$ cat src/rtl/gemm_tile_controller.sv
// gemm_tile_controller: sequences the M/N/K tile loops of a GEMM and hands out output-tile results.
// Latency: start to first beat is 1 cycle; last-K beat to result_valid_o is 1 cycle; final acceptance to done_o is 1 cycle.
// Backpressure: a result held by result_ready_i = 0 stalls operand intake (input_ready_o drops combinationally).
//
// Ports:
//   clk_i, rst_i                    clock, asynchronous active-high reset
//   start_i, mode_i                 run request and loop order (0: M/N/K, 1: N/M/K), latched at start
//   M_size_i, K_size_i, N_size_i    loop bounds in tiles, latched at start
//   input_valid_i / input_ready_o   operand beat handshake
//   result_valid_o / result_ready_i output-tile result handshake
//   acc_clear_o                     current beat opens a new output tile (K index 0)
//   M_count_o, K_count_o, N_count_o current loop indices
//   result_m_o, result_n_o          coordinates of the pending result
//   busy_o, done_o, err_o           run in progress, run-finished pulse, zero-size start pulse
//   cycle_cnt_o, stall_cnt_o        performance counters, present only when GEMM_CTRL_PERF_CNT_EN is defined
//
// Build option: define GEMM_CTRL_PERF_CNT_EN to add the saturating cycle/stall counters.

module gemm_tile_controller #(
  parameter int AddrWidth  = 16,
  parameter int CountWidth = 32
) (
  input  logic                  clk_i,
  input  logic                  rst_i,
  input  logic                  start_i,
  input  logic                  mode_i,
  input  logic [AddrWidth-1:0]  M_size_i,
  input  logic [AddrWidth-1:0]  K_size_i,
  input  logic [AddrWidth-1:0]  N_size_i,
  input  logic                  input_valid_i,
  output logic                  input_ready_o,
  output logic                  result_valid_o,
  input  logic                  result_ready_i,
  output logic                  acc_clear_o,
  output logic [AddrWidth-1:0]  M_count_o,
  output logic [AddrWidth-1:0]  K_count_o,
  output logic [AddrWidth-1:0]  N_count_o,
  output logic [AddrWidth-1:0]  result_m_o,
  output logic [AddrWidth-1:0]  result_n_o,
  output logic                  busy_o,
  output logic                  done_o,
  output logic                  err_o
`ifdef GEMM_CTRL_PERF_CNT_EN
  ,
  output logic [CountWidth-1:0] cycle_cnt_o,
  output logic [CountWidth-1:0] stall_cnt_o
`endif
);

  typedef enum logic [1:0] {
    IDLE  = 2'd0,
    BUSY  = 2'd1,
    DRAIN = 2'd2,
    DONE  = 2'd3
  } state_t;

  localparam logic [AddrWidth-1:0] AddrOne = AddrWidth'(1);

  state_t               state;
  logic                 loop_mode;
  logic [AddrWidth-1:0] m_size;
  logic [AddrWidth-1:0] k_size;
  logic [AddrWidth-1:0] n_size;

  logic                 sizes_ok;
  logic                 start_ok;
  logic                 beat;
  logic                 result_take;
  logic                 k_last;
  logic                 m_last;
  logic                 n_last;
  logic                 final_beat;
  logic [AddrWidth-1:0] m_next;
  logic [AddrWidth-1:0] k_next;
  logic [AddrWidth-1:0] n_next;

  assign sizes_ok    = (M_size_i != '0) && (K_size_i != '0) && (N_size_i != '0);
  assign start_ok    = (state == IDLE) && start_i && sizes_ok;
  assign result_take = result_valid_o && result_ready_i;

  // Intake may continue while a result is pending as long as that result is
  // being accepted this cycle: the slot frees at the same edge a new result
  // could land in it, so no gap cycle is needed.
  assign input_ready_o = (state == BUSY) && !(result_valid_o && !result_ready_i);
  assign beat          = input_valid_i && input_ready_o;

  // Index comparisons against the latched bounds. Outside BUSY the bounds may
  // be zero (wrapping to all-ones), but these terms are only consumed on a beat.
  assign k_last     = (K_count_o == k_size - AddrOne);
  assign m_last     = (M_count_o == m_size - AddrOne);
  assign n_last     = (N_count_o == n_size - AddrOne);
  assign final_beat = beat && k_last && m_last && n_last;

  // Asserted whenever intake is open at K index 0, whether or not a beat
  // actually arrives, so the datapath can qualify it with its own valid.
  assign acc_clear_o = (state == BUSY) && input_ready_o && (K_count_o == '0);

  // Next loop indices for a beat. K is always innermost; mode selects whether
  // N (mode 0) or M (mode 1) is the middle loop. After the final beat every
  // index wraps to zero, which leaves the counters cleared for DRAIN.
  always_comb begin
    m_next = M_count_o;
    k_next = K_count_o;
    n_next = N_count_o;
    if (!k_last) begin
      k_next = K_count_o + AddrOne;
    end else begin
      k_next = '0;
      if (!loop_mode) begin
        if (!n_last) begin
          n_next = N_count_o + AddrOne;
        end else begin
          n_next = '0;
          m_next = m_last ? '0 : M_count_o + AddrOne;
        end
      end else begin
        if (!m_last) begin
          m_next = M_count_o + AddrOne;
        end else begin
          m_next = '0;
          n_next = n_last ? '0 : N_count_o + AddrOne;
        end
      end
    end
  end

  // Control FSM with registered status outputs.
  always_ff @(posedge clk_i or posedge rst_i) begin
    if (rst_i) begin
      state          <= IDLE;
      loop_mode      <= 1'b0;
      m_size         <= '0;
      k_size         <= '0;
      n_size         <= '0;
      M_count_o      <= '0;
      K_count_o      <= '0;
      N_count_o      <= '0;
      result_valid_o <= 1'b0;
      result_m_o     <= '0;
      result_n_o     <= '0;
      busy_o         <= 1'b0;
      done_o         <= 1'b0;
      err_o          <= 1'b0;
    end else begin
      done_o <= 1'b0;
      err_o  <= 1'b0;
      case (state)
        IDLE: begin
          if (start_i) begin
            if (sizes_ok) begin
              loop_mode <= mode_i;
              m_size    <= M_size_i;
              k_size    <= K_size_i;
              n_size    <= N_size_i;
              M_count_o <= '0;
              K_count_o <= '0;
              N_count_o <= '0;
              busy_o    <= 1'b1;
              state     <= BUSY;
            end else begin
              err_o <= 1'b1;
            end
          end
        end

        BUSY: begin
          if (beat) begin
            M_count_o <= m_next;
            K_count_o <= k_next;
            N_count_o <= n_next;
          end
          // A new last-K beat overwrites a result accepted this same cycle.
          if (beat && k_last) begin
            result_valid_o <= 1'b1;
            result_m_o     <= M_count_o;
            result_n_o     <= N_count_o;
          end else if (result_take) begin
            result_valid_o <= 1'b0;
          end
          if (final_beat) begin
            state <= DRAIN;
          end
        end

        DRAIN: begin
          if (result_take) begin
            result_valid_o <= 1'b0;
            busy_o         <= 1'b0;
            done_o         <= 1'b1;
            state          <= DONE;
          end
        end

        DONE: begin
          M_count_o <= '0;
          K_count_o <= '0;
          N_count_o <= '0;
          state     <= IDLE;
        end

        default: begin
          state <= IDLE;
        end
      endcase
    end
  end

`ifdef GEMM_CTRL_PERF_CNT_EN
  // Saturating counters: active cycles of a run, and cycles where the
  // producer offered a beat that the controller could not take.
  always_ff @(posedge clk_i or posedge rst_i) begin
    if (rst_i) begin
      cycle_cnt_o <= '0;
      stall_cnt_o <= '0;
    end else if (start_ok) begin
      cycle_cnt_o <= '0;
      stall_cnt_o <= '0;
    end else begin
      if ((state == BUSY || state == DRAIN) && (cycle_cnt_o != '1)) begin
        cycle_cnt_o <= cycle_cnt_o + CountWidth'(1);
      end
      if ((state == BUSY) && input_valid_i && !input_ready_o && (stall_cnt_o != '1)) begin
        stall_cnt_o <= stall_cnt_o + CountWidth'(1);
      end
    end
  end
`else
  // Counter width has no consumer in this build.
  logic [CountWidth-1:0] unused_count_width;
  assign unused_count_width = '0;
`endif

endmodule

$ cat config.mk
export PLATFORM = sky130hd
export DESIGN_NAME = gemm_tile_controller
export DESIGN_NICKNAME = d
export VERILOG_FILES = /design/src/rtl/gemm_tile_controller.sv
export SDC_FILE = /design/constraint.sdc
export NUM_CORES = 1
export LEC_CHECK = 0
export ABC_AREA = 1
export BUFFER_PORTS_ARGS = -buffer_cell sky130_fd_sc_hd__buf_2
export CAP_MARGIN = 20
export CELL_PAD_IN_SITES_DETAIL_PLACEMENT = 1
export CELL_PAD_IN_SITES_GLOBAL_PLACEMENT = 1
export CORE_MARGIN = 2
export CORE_UTILIZATION = 29
export CTS_CLUSTER_DIAMETER = 60
export DETAILED_ROUTE_END_ITERATION = 10
export HOLD_SLACK_MARGIN = 0.06
export PLACE_DENSITY_LB_ADDON = 0.3
export SLEW_MARGIN = 10
export SYNTH_ARGS = -nofsm -noshare
export SYNTH_HDL_FRONTEND = slang
export SYNTH_SLANG_ARGS = --single-unit
$ cat constraint.sdc
create_clock -name clk_i -period 7.27 [get_ports clk_i]
set_input_delay 0.727 -clock clk_i [delete_from_list [all_inputs] [get_ports clk_i]]
set_output_delay 0.727 -clock clk_i [all_outputs]
set_load 0.05 [all_outputs]
# ---- Word level (Yosys, flattened, before mapping)
# Cells that the tools add are included.
dict set report classes {
  reduce_logical 28
  mux 34
  eq_ne 14
  n_addsub 6
}
# op count
set ops {}
lappend ops {{16-bit two-way mux} 14}
lappend ops {{16-bit one-hot mux with 3 select lines} 3}
lappend ops {{16-bit by 1-bit adder with 16-bit output, second input constant} 3}
lappend ops {{16-bit equality test} 3}
lappend ops {{16-bit nonzero test} 3}
lappend ops {{16-bit by 1-bit subtractor with 16-bit output, second input constant} 3}
lappend ops {{16-bit zero test} 1}
lappend ops {{2-bit inequality test, second input constant} 6}
lappend ops {{4-bit AND reduction} 3}
lappend ops {{6-bit AND reduction} 2}
lappend ops {{1-bit logical AND} 11}
lappend ops {{1-bit two-way mux} 10}
lappend ops {{2-bit two-way mux} 4}
lappend ops {{2-bit one-hot mux with 4 select lines} 1}
lappend ops {{3-bit inequality test, second input constant} 2}
lappend ops {{2-bit equality test, second input constant} 2}
lappend ops {{1-bit one-hot mux with 2 select lines} 2}
lappend ops {{2-bit nonzero test} 2}
lappend ops {{3-bit AND reduction} 1}
lappend ops {{3-bit nonzero test} 1}
lappend ops {{2-bit by 1-bit equality test with 1-bit output, second input constant} 1}
lappend ops {{1-bit zero test} 2}
lappend ops {{2-bit zero test} 1}
lappend ops {{2-bit AND reduction} 1}
dict set report totals {
  ff_bits 135
  inputBits 54
  wordCells 96
}

# ---- Depth between registers and ports, before layout
# Gate-level depths: netlist of the first run.
dict set report logic_depth {
  ltp_word 10
  mapped_depth 18
  depth_no_buf 17
}

# ---- Worst setup path before layout of the first run
# OpenSTA, ideal clock, no wires.
dict set report synth_path {
  path_type {reg2out}
  startpoint {register state[1]}
  endpoint {output acc_clear_o}
  path_slack_ns 3.296
  path_stages_with_launch 7
  t_required_ns 6.543
  arrival_ns 3.247
  path_cell_list {dfrtp_1 > inv_1 > ha_1 > buf_4 > inv_1 > nor2_1 > nor4b_1}
}
dict set report synth_between {
  elab_chain_len 4
}
# item line_no
set synth_rtl {}
lappend synth_rtl {{start: declaration} 59} ;# state_t state;
lappend synth_rtl {{start signal: assignment} 130} ;# state <= IDLE;
lappend synth_rtl {{start signal: assignment} 159} ;# state <= BUSY;
lappend synth_rtl {{start signal: assignment} 181} ;# state <= DRAIN;
lappend synth_rtl {{2-bit by 1-bit equality test with 1-bit output} 84} ;# assign input_ready_o = (state == BUSY) && !(result_valid_o && !result_ready_i);
lappend synth_rtl {{1-bit logical AND} 84}
lappend synth_rtl {{net input_ready_o} 31} ;# output logic input_ready_o,
lappend synth_rtl {{1-bit logical AND (2 in series)} 96} ;# assign acc_clear_o = (state == BUSY) && input_ready_o && (K_count_o == '0);
lappend synth_rtl {{end: declaration} 34} ;# output logic acc_clear_o,
# The timed path passes the listed nets, and every way through them passes these cells.

# ---- Worst setup path after layout of the first run
dict set report layout_path {
  startpoint {register state[1]}
  endpoint {register M_count_o[5]}
}
dict set report layout_between {
  elab_chain_len 5
  elab_cells_between_ends 13
}
# item line_no
set layout_rtl {}
lappend layout_rtl {{2-bit by 1-bit equality test with 1-bit output} {84, 147}}
lappend layout_rtl {{1-bit logical AND} 84}
lappend layout_rtl {{1-bit logical AND} 85} ;# assign beat = input_valid_i && input_ready_o;
lappend layout_rtl {{2-bit inequality test (no line)} n/a}
lappend layout_rtl {{6-bit AND reduction (no line)} n/a}
lappend layout_rtl {{end signal: assignment} 168} ;# M_count_o <= m_next;
lappend layout_rtl {{end: declaration} 35} ;# output logic [AddrWidth-1:0] M_count_o,
# Several ways; a longest one is shown, not always the timed one.
# A chain may end at the register's enable or synchronous reset.

==> key figures, run 1 <==
Worst setup path
  – CP Data Arrival Time: between 4 and 5 ns
  – CP Launch Type: register
  – R2R setup slack: 3.30 ns
  – CP max FO: 32
  – Crit Path Category: reg -> reg
  – Setup crit end kind: register
  – CP required: approximately 7.6 ns

GRT
  – Number of global-route vias before repair: 8405
  – Antenna violations before repair: 1
  – Gr ovfl total: 0
  – Largest net degree at the start of global routing: 89
  – First-pass GRT wire length: 44700 um
  – Total GRT Usage: 0.178
  – GRT met2 Usage: 0.294
  – GR Util met1: 0.245
  – GRT met3 Usage: 0.0290
  – GR peak layer: met2

Clocking
  – Htree depth: 4
  – Post-CTS setup buffers: 0
  – Clock sinks: between 100 and 150
  – Worst-path clk slew: ~0.07 ns
  – Hold buffer count at cts: 0
  – Worst-Skew Late Latency: 0.42 ns
  – Total CTS buffers: 17
  – CTS resizes: 0
  – Clk root buf: clkbuf_16
  – CTS tree: yes
  – CTS Buffer Depth: 2

Pwr
  – Overall Power: between 3000 and 4000 uW
  – Pwr Density: 345 mW/mm2
  – Leakage: 0.00538 uW
  – VDD IR-drop max: 203 uV

STA
  – Final TNS setup: 0 ns
  – Slew Limit Fails: 0
  – Min Tclk post-route: 3.97 ns
  – Final Hold Viols: 0
  – Final setup fails: 0
  – Skew final: 0.0181 ns
  – Fin crit share: 0.547
  – RSZ-0062 raised after global routing: false
  – F_max: 252 MHz
  – Max-slew headroom: 0.362
  – Worst-Margin Slew: between 0.9 and 1 ns

Yosys
  – YS warnings: 0
  – Post-Synthesis Cells: approximately 1200
  – Synth area leaders: dfrtp_1 (38%), nand2_1 (16%), inv_1 (6.5%)
  – Yosys cell types: a little over 40
  – Cell with the most instances after synthesis: nand2_1
  – Top cell type's share of synthesized area: 0.383
  – Cell taking the most area after synthesis: dfrtp_1
  – Syn_nets: approximately 1300
  – Post-synthesis sequential area ratio: 0.383
  – FFs w/ async S/R, synth: 1.00
  – Top FF cell, synth: dfrtp_1
  – Mean Syn Cell Area: 7.08 um2
  – Number of enable flip-flop cells after synthesis: 0
  – Commonest cells in the netlist: nand2_1 (379), inv_1 (152), nor2_1 (137), dfrtp_1 (135), nand3_1 (78)
  – Synthesis-stage register bit count: 135
  – Cell area after synthesis: 0.00882 mm2

Cells and area
  – Layout cell share with drive strength beyond 1: 0.164
  – Area Overhead vs Synth: 17.6%
  – Final nets: roughly 1400

Placement
  – Buffers on Ports: 139
  – Routability congestion estimate from global placement: between 0.7 and 0.8
  – Final HPWL DP: 21100 um

Detailed routing
  – WL/cell: about 16 um
  – Routed vias: about 8300
  – WL final: 27500 um
  – Vias per cell: 4.71
  – Antenna viol nets, final: 0
  – Residual DRC: 0
  – Initial DRC count: 383
  – DR pass1 iterations: 5

Floorplanning
  – Die Y: 178 um
  – Die Area: about 0.032 mm2
  – IO Count: 140
  – Initial core utilization: 0.296
  – Row count: 63
  – Die X: approximately 180 um
  – Core region area: 0.0298 mm2

Status
  – Status: completed

Job
  – Maxcap violations: 0

Hold path
  – Hold WC Path Type: in -> async
## layout by cell type (no fill, tap or decap), drive strengths merged, types with 21 or more instances in the layout
cell,Yosys,final
nand2,386,386
inv,155,162
nor2,146,146
buf,25,142
dfrtp,135,135
o21ai,92,92
nand3,80,80
xor2,59,59
xnor2,25,25
nand3b,21,21
nand4,21,21
## registers in the layout, summed over array words and instances (netlist names)
name and flops:
k_size 16, result_m_o 16, state 2, N_count_o 16
done_o 1, loop_mode 1, K_count_o 16, err_o 1
busy_o 1, result_n_o 16, result_valid_o 1, n_size 16
m_size 16, M_count_o 16
## path summary, 6_finish.rpt
kind / start / end / cells past startpoint
min in group clk_i: result_n_o[13] / result_n_o[13] / 2
max in group asynchronous: rst_i / M_count_o[6] / 3
hold / removal: rst_i / result_n_o[3] / 2
setup reg to reg: state[1] / M_count_o[5] / 11
setup / recovery: state[1] / M_count_o[5] / 11
hold reg to reg: result_n_o[13] / result_n_o[13] / 2
## cells by family (layout without fill, tap and decap cells)
| group | Yosys count | after routing | synth area share |
|---|---|---|---|
| compound gates | 107 | 107 | 0.0702 |
| xor+xnor | 84 | 84 | 0.0834 |
| fa+ha+maj | 11 | 11 | 0.0156 |
| buf+inv | 206 | 330 | 0.0974 |
| flops | 135 | 135 | 0.383 |
| mux | 9 | 9 | 0.0115 |
| other cells | 0 | 1 | 0 |
| simple gates | 694 | 694 | 0.339 |
## report_power, final
| group | total (uW) | switching [uW] | internal [uW] | leakage [uW] |
|---|---|---|---|---|
| combinational | 1530 | 1050 | 484 | 0.00332 |
| sequential | 1120 | 212 | 911 | 0.00177 |
| clock | 926 | 378 | 549 | 0.000296 |
## worst max-delay path, cell delays in order (launching register included)
cell and delay (ns):
dfrtp_1 0.42, inv_1 0.09, ha_1 0.16, inv_1 0.20, nor2_1 0.31, nand2_1 0.15, a21oi_1 0.17, nand3_1 0.46
a21oi_4 0.90, nand2_2 0.65, nand2_1 0.24, o21ai_2 0.07
## per-layer routing
metal  vias to the layer above  wire [um]
li1                       4128          -
met1                      4031      13500
met2                       120      12800
met3                        15        994
met4                         0        216
met5                         -          0
## final cells by class
cell class                 instances  area [um2]
tap                              390         488
timing repair buffer             142         718
inverter                         156         591
sequential                       135        3380
clock inverter                    15         189
fill                            3789       19400
antenna                            1        2.50
multi-input combinational        905        4580
clock buffer                      17         425
## per-stage QoR
| stage | utilization | cell area (um2) | hold WS [ns] | std cells | setup WS [ns] |
|---|---|---|---|---|---|
| after global routing | 0.348 | 10400 | 0.492 | 1760 | 2.82 |
| final | 0.348 | 10400 | 0.440 | 1761 | 3.30 |
| after global placement | 0.328 | 9760 | 0.449 | 1728 | 3.45 |
| after floorplan | - | 8820 | 0.453 | 1246 | 2.93 |
| after detailed placement | 0.328 | 9760 | 0.456 | 1728 | 3.28 |
| after CTS | 0.348 | 10400 | 0.472 | 1760 | 3.28 |
No activity file was read; power rests on OpenSTA's default activity.
==> run 2: changes to the inputs <==
==> constraint.sdc (replaced) <==
create_clock -name clk_i -period 3.49 [get_ports clk_i]
set_input_delay 0.349 -clock clk_i [delete_from_list [all_inputs] [get_ports clk_i]]
set_output_delay 0.349 -clock clk_i [all_outputs]
set_load 0.05 [all_outputs]
==> run 2 against run 1 <==
- clock-buffer cell count grew 1
- hold slack lost 0.31 ns
- via count shrank 0.13%
- global-route usage grew 0.36 points
- core utilization grew 0.23 points
- sequential power grew 110%
- critical path depth grew 5
- wire length grew 1.1%
- register-to-register slack lost 2.8 ns
- die area is the same
- non-clock buffer count grew 7
- combinational power grew 120%
- critical endpoint is now M_count_o[15]
==> key figures, run 2 (same netlist as run 1, synthesis figures left out) <==
Pwr
  – Internal: 4100 uW (+110%)
  – Comb pwr share: 0.433 (+0.005)
  – Sequential fraction of design power: 0.309 (-0.005)
  – Leakage: 0.00542 uW (+0.68%)
  – Sw Ratio: 0.462 (+0.00449)
  – Pwr Density: 729 mW/mm2 (+110%)
  – Psw: 3520 uW (+110%)
  – Clock power frac: 0.258 (about the same)
  – VDD IR-drop max: 344 uV (+69%)

Detailed routing
  – Residual DRC: 0 (unchanged)
  – WL final: 27800 um (+1.1%)
  – Antenna viol nets, final: 0 (unchanged)
  – Vias per cell: 4.69 (-0.47%)
  – WL/cell: 15.7 um (+0.71%)
  – Initial DRC count: 417 (+8.9%)
  – DR pass1 iterations: 4 (-1)
  – Routed vias: 8283 (-0.13%)

Cells and area
  – Layout cell share with drive strength beyond 1: 0.168 (+0.00425)
  – Final nets: 1429 (+0.49%)
  – Post-route insts no fill: 1767 (+0.34%)
  – Commonest cells after routing, fill and taps aside: nand2_1 (379), inv_1 (151), buf_2 (139)
  – Area Overhead vs Synth: 18.4%
  – Final Instance Area: 0.0104 mm2 (+0.65%)
  – Most common cell after layout, fill and taps aside: nand2_1
  – Antenna cell count: 0 (-1)

Worst setup path
  – Crit Path Category: reg -> reg
  – CP endpoint: M_count_o[15]
  – CP required: 3.79 ns (-3.76 ns)
  – Cell-by-cell trace of the critical path: inv_1 > ha_1 > nand2_2 > nor2_4 > nand2_1 > nand2_1 > nand2_1 > nor2_1 > nand2_1 > nor2_1 > nand2_2 > a21oi_4 > buf_4 > nand2_2 > nand2_1 > o21ai_2
  – R2R setup slack: 0.54 ns (-2.75 ns)
  – Cells on worst reg2reg path: 16 (+5)
  – CP Launch Type: register
  – CP delay by family, top: simple AND/OR/NAND/NOR gates
  – CP Data Arrival Time: 3.25 ns (-1.01 ns)
  – Crit-path slowest cell: nand2_2
  – CP Launch Point: k_size[0]
  – Setup crit end kind: register
  – Reg2Reg Capture Point: M_count_o[15]
  – CP bufs+invs: 2 (unchanged)
  – Crit path depth: 16 (+5)
  – Reg2reg start: k_size[0]
  – Crit-path max cell delay: 0.45 ns (-0.45 ns)
  – CP max FO: 32 (unchanged)
  – Crit-path most repeated cell: nand2_1

STA
  – Final setup fails: 0 (unchanged)
  – F_max: 339 MHz (+35%)
  – Slew Limit Fails: 0 (unchanged)
  – Worst-Margin Slew: 0.958 ns (+0.000977 ns)
  – Setup ws final: 0.544 ns (-2.75 ns)
  – RSZ-0062 raised after global routing: false
  – Min Tclk post-route: 2.95 ns (-1.03 ns)
  – Fin crit share: 0.844 (+0.297)
  – Max-slew headroom: 0.362 (-0.000652)
  – Final TNS setup: 0 ns (unchanged)
  – Skew final: 0.0125 ns (-0.00561 ns)
  – Final Hold Viols: 0 (unchanged)

Placement
  – Final HPWL DP: 21200 um (+0.41%)
  – Placed cells: 1735 (+0.41%)
  – Buffers on Ports: 139 (unchanged)
  – Dpl cell area: 0.00983 mm2 (+0.72%)
  – Pre-CTS WS: 0.514 ns (-2.77 ns)
  – Routability congestion estimate from global placement: 0.838 (+9.1%)

GRT
  – Largest net degree at the start of global routing: 136 (+53%)
  – Total GRT Usage: 0.182 (+0.00359)
  – Antenna violations before repair: 0 (-1)
  – First-pass GRT wire length: 45000 um (+0.72%)
  – Number of global-route vias before repair: 8360 (-0.54%)
  – Gr ovfl total: 0 (unchanged)

Clocking
  – CTS tree: yes
  – Total CTS buffers: 17 (unchanged)
  – Clk root buf: clkbuf_16
  – Worst-path clk slew: 0.07 ns (about the same)
  – CTS resizes: 0 (unchanged)
  – Worst-Skew Late Latency: 0.44 ns (+0.02 ns)
  – Post-CTS setup buffers: 0 (unchanged)
  – Clock sinks: 135 (unchanged)
  – Htree depth: 4 (unchanged)
  – Hold buffer count at cts: 0 (unchanged)
  – CTS Buffer Depth: 2 (unchanged)

Status
  – Status: completed

Floorplanning
  – Die Area: 0.0318 mm2 (unchanged)
  – IO Count: 140 (unchanged)
  – Core region area: 0.0298 mm2 (unchanged)
  – Row count: 63 (unchanged)
  – Initial core utilization: 0.296 (unchanged)
  – Die X: 178 um (unchanged)
  – Die Y: 178 um (unchanged)

Job
  – Maxcap violations: 0 (unchanged)

Hold path
  – Hold WC Path Type: in -> async
## run 2: cell types whose count changed in the layout (fill, tap and decap cells not counted), sizes merged
cell    change
buf         +7
clkbuf      +1
diode       -1
inv         -1
## run 2: worst min-delay path, stage by stage
cell and delay (ns):
buf_2 0.11, clkinvlp_4 0.07, buf_12 0.53
## run 2: power groups by stage
stage | clock (uW) | sequential (uW) | combinational, uW
floorplan | 0 | 2370 | 2500
global placement | 0 | 2370 | 3240
detailed placement | 0 | 2380 | 3320
CTS | 2020 | 2350 | 3340
global route | 2080 | 2410 | 3790
finish | 1970 | 2350 | 3300
## run 2: how the worst min path moves through the flow
| stage | startpoint | to | slack (ns) | cells past startpoint |
|---|---|---|---|---|
| after detailed placement | result_n_o[12] | result_n_o[12] | 0.46 | 2 |
| after global routing | K_size_i[12] | k_size[12] | 0.14 | 2 |
| after CTS | mode_i | loop_mode | 0.13 | 2 |
| after floorplan | m_size[1] | m_size[1] | 0.45 | 2 |
| final | rst_i | result_n_o[3] | 0.13 | 3 |
| after global placement | result_m_o[5] | result_m_o[5] | 0.45 | 2 |
## run 2: final cells by class
cell class / count / area, um2
clock buffers: 18 / 429
flip-flops and latches: 135 / 3380
multi-input cells: 905 / 4590
repair buffers: 149 / 783
well taps: 390 / 488
fillers: 3782 / 19400
clock inverters: 14 / 185
inverters: 156 / 589
## run 2: per-layer routing
layer	global-route usage	wire length, um	up-vias	share of wire
li1	-	-	4147	-
met1	0.254	13900	3965	0.50
met2	0.286	12400	139	0.45
met3	0.0335	1070	32	0.039
met4	0.0512	416	0	0.015
met5	0	0	-	0
## run 2: per-stage QoR
step | total power, uW | util | hold slack, ns
3_5_place_dp | 5690 | 0.330 | 0.455
6_report | 7610 | 0.351 | 0.130
4_1_cts | 7700 | 0.351 | 0.133
2_1_floorplan | 4870 | - | 0.453
3_3_place_gp | 5610 | 0.330 | 0.448
5_1_grt | 8280 | 0.351 | 0.136
==> run 3: changes to the inputs <==
--- a/config.mk
+++ b/config.mk
@@ -5,7 +5,7 @@
 export SDC_FILE = /design/constraint.sdc
 export NUM_CORES = 1
 export LEC_CHECK = 0
-export ABC_AREA = 1
+export ABC_AREA = 0
 export BUFFER_PORTS_ARGS = -buffer_cell sky130_fd_sc_hd__buf_2
 export CAP_MARGIN = 20
 export CELL_PAD_IN_SITES_DETAIL_PLACEMENT = 1
==> constraint.sdc (replaced) <==
create_clock -name clk_i -period 2.8 [get_ports clk_i]
set_input_delay 0.28 -clock clk_i [delete_from_list [all_inputs] [get_ports clk_i]]
set_output_delay 0.28 -clock clk_i [all_outputs]
set_load 0.05 [all_outputs]
==> run 3 against run 2 <==
- cell area rose by 8.0%
- register-to-register slack got worse by 0.97 ns
- highest routed layer unchanged
- the run now ends with setup timing left
- largest power group unchanged
- synthesized cell count fell by 37%
- core utilization rose by 5.9 points
- non-clock buffer count rose by 146
- sequential power rose by 22%
- clock power rose by 15%
- final cell count fell by 18%
- combinational power rose by 62%
- sequential cell count did not move
==> key figures, run 3 <==
Yosys
  – Yosys cell types: 71 (+73%)
  – Synthesis-stage register bit count: 135 (unchanged)
  – YS warnings: 0 (unchanged)
  – Cell with the most instances after synthesis: dfrtp_1
  – Cell area after synthesis: 0.00807 mm2 (-8.6%)
  – Number of enable flip-flop cells after synthesis: 0 (unchanged)
  – Cell taking the most area after synthesis: dfrtp_1
  – Post-synthesis sequential area ratio: 0.419 (+0.0359)
  – Top cell type's share of synthesized area: 0.419 (+0.0359)
  – Commonest cells in the netlist: dfrtp_1 (135), nor2_1 (68), mux2_2 (60), nand2_1 (41), xnor2_1 (36)
  – Synth area leaders: dfrtp_1 (42%), mux2_2 (8.4%), xnor2_1 (3.9%)
  – Top FF cell, synth: dfrtp_1
  – Mean Syn Cell Area: 10.3 um2 (+45%)
  – Post-Synthesis Cells: 785 (-37%)
  – FFs w/ async S/R, synth: 1.00 (unchanged)
  – Syn_nets: 850 (-35%)

Clocking
  – Clock sinks: 135 (unchanged)
  – Clk root buf: clkbuf_16
  – Total CTS buffers: 17 (unchanged)
  – Worst-path clk slew: 0.06 ns (about the same)
  – Worst-Skew Late Latency: 0.42 ns (-0.02 ns)
  – CTS Buffer Depth: 2 (unchanged)
  – Htree depth: 4 (unchanged)
  – CTS tree: yes

Detailed routing
  – Antenna viol nets, final: 0 (unchanged)
  – WL/cell: 19.0 um (+21%)
  – WL final: 27600 um (-0.67%)
  – Residual DRC: 0 (unchanged)
  – Initial DRC count: 294 (-29%)
  – Vias per cell: 5.11 (+8.9%)
  – Routed vias: 7413 (-11%)
  – DR pass1 iterations: 4 (unchanged)

Pwr
  – Internal: 6370 uW (+55%)
  – Psw: 4100 uW (+17%)
  – Comb pwr share: 0.510 (+0.077)
  – Clock power frac: 0.217 (-0.041)
  – Sw Ratio: 0.392 (-0.0702)
  – VDD IR-drop max: 410 uV (+19%)
  – Pwr Density: 928 mW/mm2 (+27%)
  – Sequential fraction of design power: 0.273 (-0.036)
  – Leakage: 0.00519 uW (-4.3%)

Cells and area
  – FF/Latch Area: 0.00339 mm2 (+0.30%)
  – Fillers: 3146 (-17%)
  – Final core utilization: 0.409 (+0.0589)
  – Most common cell after layout, fill and taps aside: buf_2
  – Multi-input gate area: 0.00468 mm2 (+2.0%)
  – Commonest cells after routing, fill and taps aside: buf_2 (139), buf_4 (137), dfrtp_1 (127)
  – Final Instance Area: 0.0113 mm2 (+8.0%)
  – Final nets: 1126 (-21%)
  – Antenna cell count: 0 (unchanged)
  – Layout cell share with drive strength beyond 1: 0.439 (+0.271)
  – Area Overhead vs Synth: 39.8%

STA
  – Fin crit share: 1.15 (+0.308)
  – Slew Limit Fails: 0 (unchanged)
  – Skew final: 0.0123 ns (-0.000217 ns)
  – Final setup fails: 82 (+82)
  – Worst-Margin Slew: 0.841 ns (-0.117 ns)
  – Final TNS setup: -27.61 ns (-27.61 ns)
  – Min Tclk post-route: 3.23 ns (+0.280 ns)
  – RSZ-0062 raised after global routing: true
  – Setup ws final: -0.426 ns (-0.970 ns)
  – Max-slew headroom: 0.438 (+0.0766)
  – F_max: 310 MHz (-8.7%)
  – Final Hold Viols: 0 (unchanged)

Floorplanning
  – Core region area: 0.0276 mm2 (-7.5%)
  – Die X: 171 um (-4.3%)
  – Die Area: 0.0292 mm2 (-8.4%)
  – Row count: 61 (-3.2%)
  – Die Y: 171 um (-4.3%)
  – IO Count: 140 (unchanged)
  – Initial core utilization: 0.293 (-0.00332)

Worst setup path
  – Reg2Reg Capture Point: N_count_o[3]
  – R2R setup slack: -0.43 ns (-0.97 ns)
  – Crit Path Category: reg -> reg
  – CP Data Arrival Time: 3.59 ns (+0.34 ns)
  – CP Launch Type: register
  – Setup crit end kind: register
  – CP max FO: 15 (-53%)
  – CP endpoint: N_count_o[3]
  – CP required: 3.16 ns (-0.63 ns)
  – Cells on worst reg2reg path: 10 (-6)
  – CP Launch Point: k_size[1]
  – Reg2reg start: k_size[1]

Placement
  – Final HPWL DP: 20000 um (-5.6%)
  – Buffers on Ports: 139 (unchanged)
  – Routability congestion estimate from global placement: 0.814 (-2.8%)
  – Dpl cell area: 0.0103 mm2 (+4.9%)

Job
  – Maxcap violations: 0 (unchanged)

GRT
  – GRT met2 Usage: 0.320 (+0.0338)
  – Largest net degree at the start of global routing: 59 (-57%)
  – Total GRT Usage: 0.192 (+0.0100)
  – GRT met3 Usage: 0.0328 (-0.000614)
  – Gr ovfl total: 0 (unchanged)
  – First-pass GRT wire length: 43000 um (-4.6%)
  – Number of global-route vias before repair: 7613 (-8.9%)
  – Antenna violations before repair: 0 (unchanged)
  – GR Util met1: 0.251 (-0.00213)
  – GR peak layer: met2

Hold path
  – HP Start: M_size_i[7]
  – Hold WC Path Type: in -> reg

Status
  – Status: finished with violations
  – Failing checks: setup timing
-- run 3: cell types whose count changed after synthesis, sizes merged, moves of 15 or more --
cell	previous run	this run
a211o	0	15
a22o	0	24
inv	155	23
mux2	9	86
nand2	386	41
nand3	80	26
nor2	146	68
nor4	9	28
o21ai	92	17
or3	0	18
xor2	59	24
-- run 3: cell families (layout without fill, tap and decap cells) --
group,count (synthesis),in the layout,share of synthesized area
adder cells (fa/ha/maj),11,11,0.0171
buffers and inverters,62,351,0.0343
flip-flops,135,135,0.419
AND/OR/NAND/NOR,299,299,0.207
multiplexers,92,92,0.137
XOR/XNOR,60,60,0.0651
AO/OA/AOI/OAI,126,126,0.121
-- run 3: power by group through the flow --
stage	Clock, uW	Combinational, uW	Sequential (uW)
detailed placement	0	5020	2890
global placement	0	4910	2870
CTS	2330	5240	2860
floorplan	0	2950	2990
global route	2410	5800	2920
finish	2270	5340	2860
-- run 3: worst min-delay path by stage --
stage	end	slack, ns	depth (start not counted)
floorplan	k_size[0]	0.43	1
global placement	m_size[6]	0.49	2
detailed placement	result_m_o[9]	0.49	1
CTS	m_size[7]	0.09	2
global route	k_size[3]	0.1	2
finish	m_size[7]	0.11	2
-- run 3: final cells by class --
| type | instances | area share |
|---|---|---|
| multi-input cells | 588 | 0.415 |
| clock buffers | 22 | 0.0394 |
| well taps | 378 | 0.0419 |
| repair buffers | 295 | 0.183 |
| flip-flops and latches | 135 | 0.300 |
| inverters | 24 | 0.00832 |
| clock inverters | 10 | 0.0115 |
-- run 3: timing repair --
item                                    CTS  global route
endpoints found under the setup margin   83            83
gates resized for setup                  21            23
setup buffers                             8             7
hold buffers                              1             0
pin swaps                                10             6
cloned                                    3             3
endpoints found under the hold margin    32             0
-- run 3: per-stage QoR --
stage | worst slack [ns] | instances | total power, uW | hold slack (ns)
2_1_floorplan | -0.330 | 785 | 5940 | 0.431
3_3_place_gp | -0.430 | 1401 | 7780 | 0.487
3_5_place_dp | -0.502 | 1401 | 7910 | 0.489
4_1_cts | -0.420 | 1445 | 10400 | 0.0901
5_1_grt | -0.593 | 1452 | 11100 | 0.0965
6_report | -0.426 | 1452 | 10500 | 0.108
-- run 3: critical path, cell delays in order, from the launching register on --
cell,delay (ns)
dfrtp_1,0.40
buf_6,0.13
or4_4,0.61
or4_1,0.42
a31oi_1,0.17
nor2_1,0.07
a211o_1,0.36
o21a_4,0.28
buf_8,0.16
a2111oi_0,0.42
a211o_1,0.15
-- run 3: layer usage --
metal / vias to the layer above / share of wire
li1: 3466 / -
met1: 3758 / 0.46
met2: 149 / 0.48
met3: 40 / 0.036
met4: 0 / 0.020
met5: - / 0
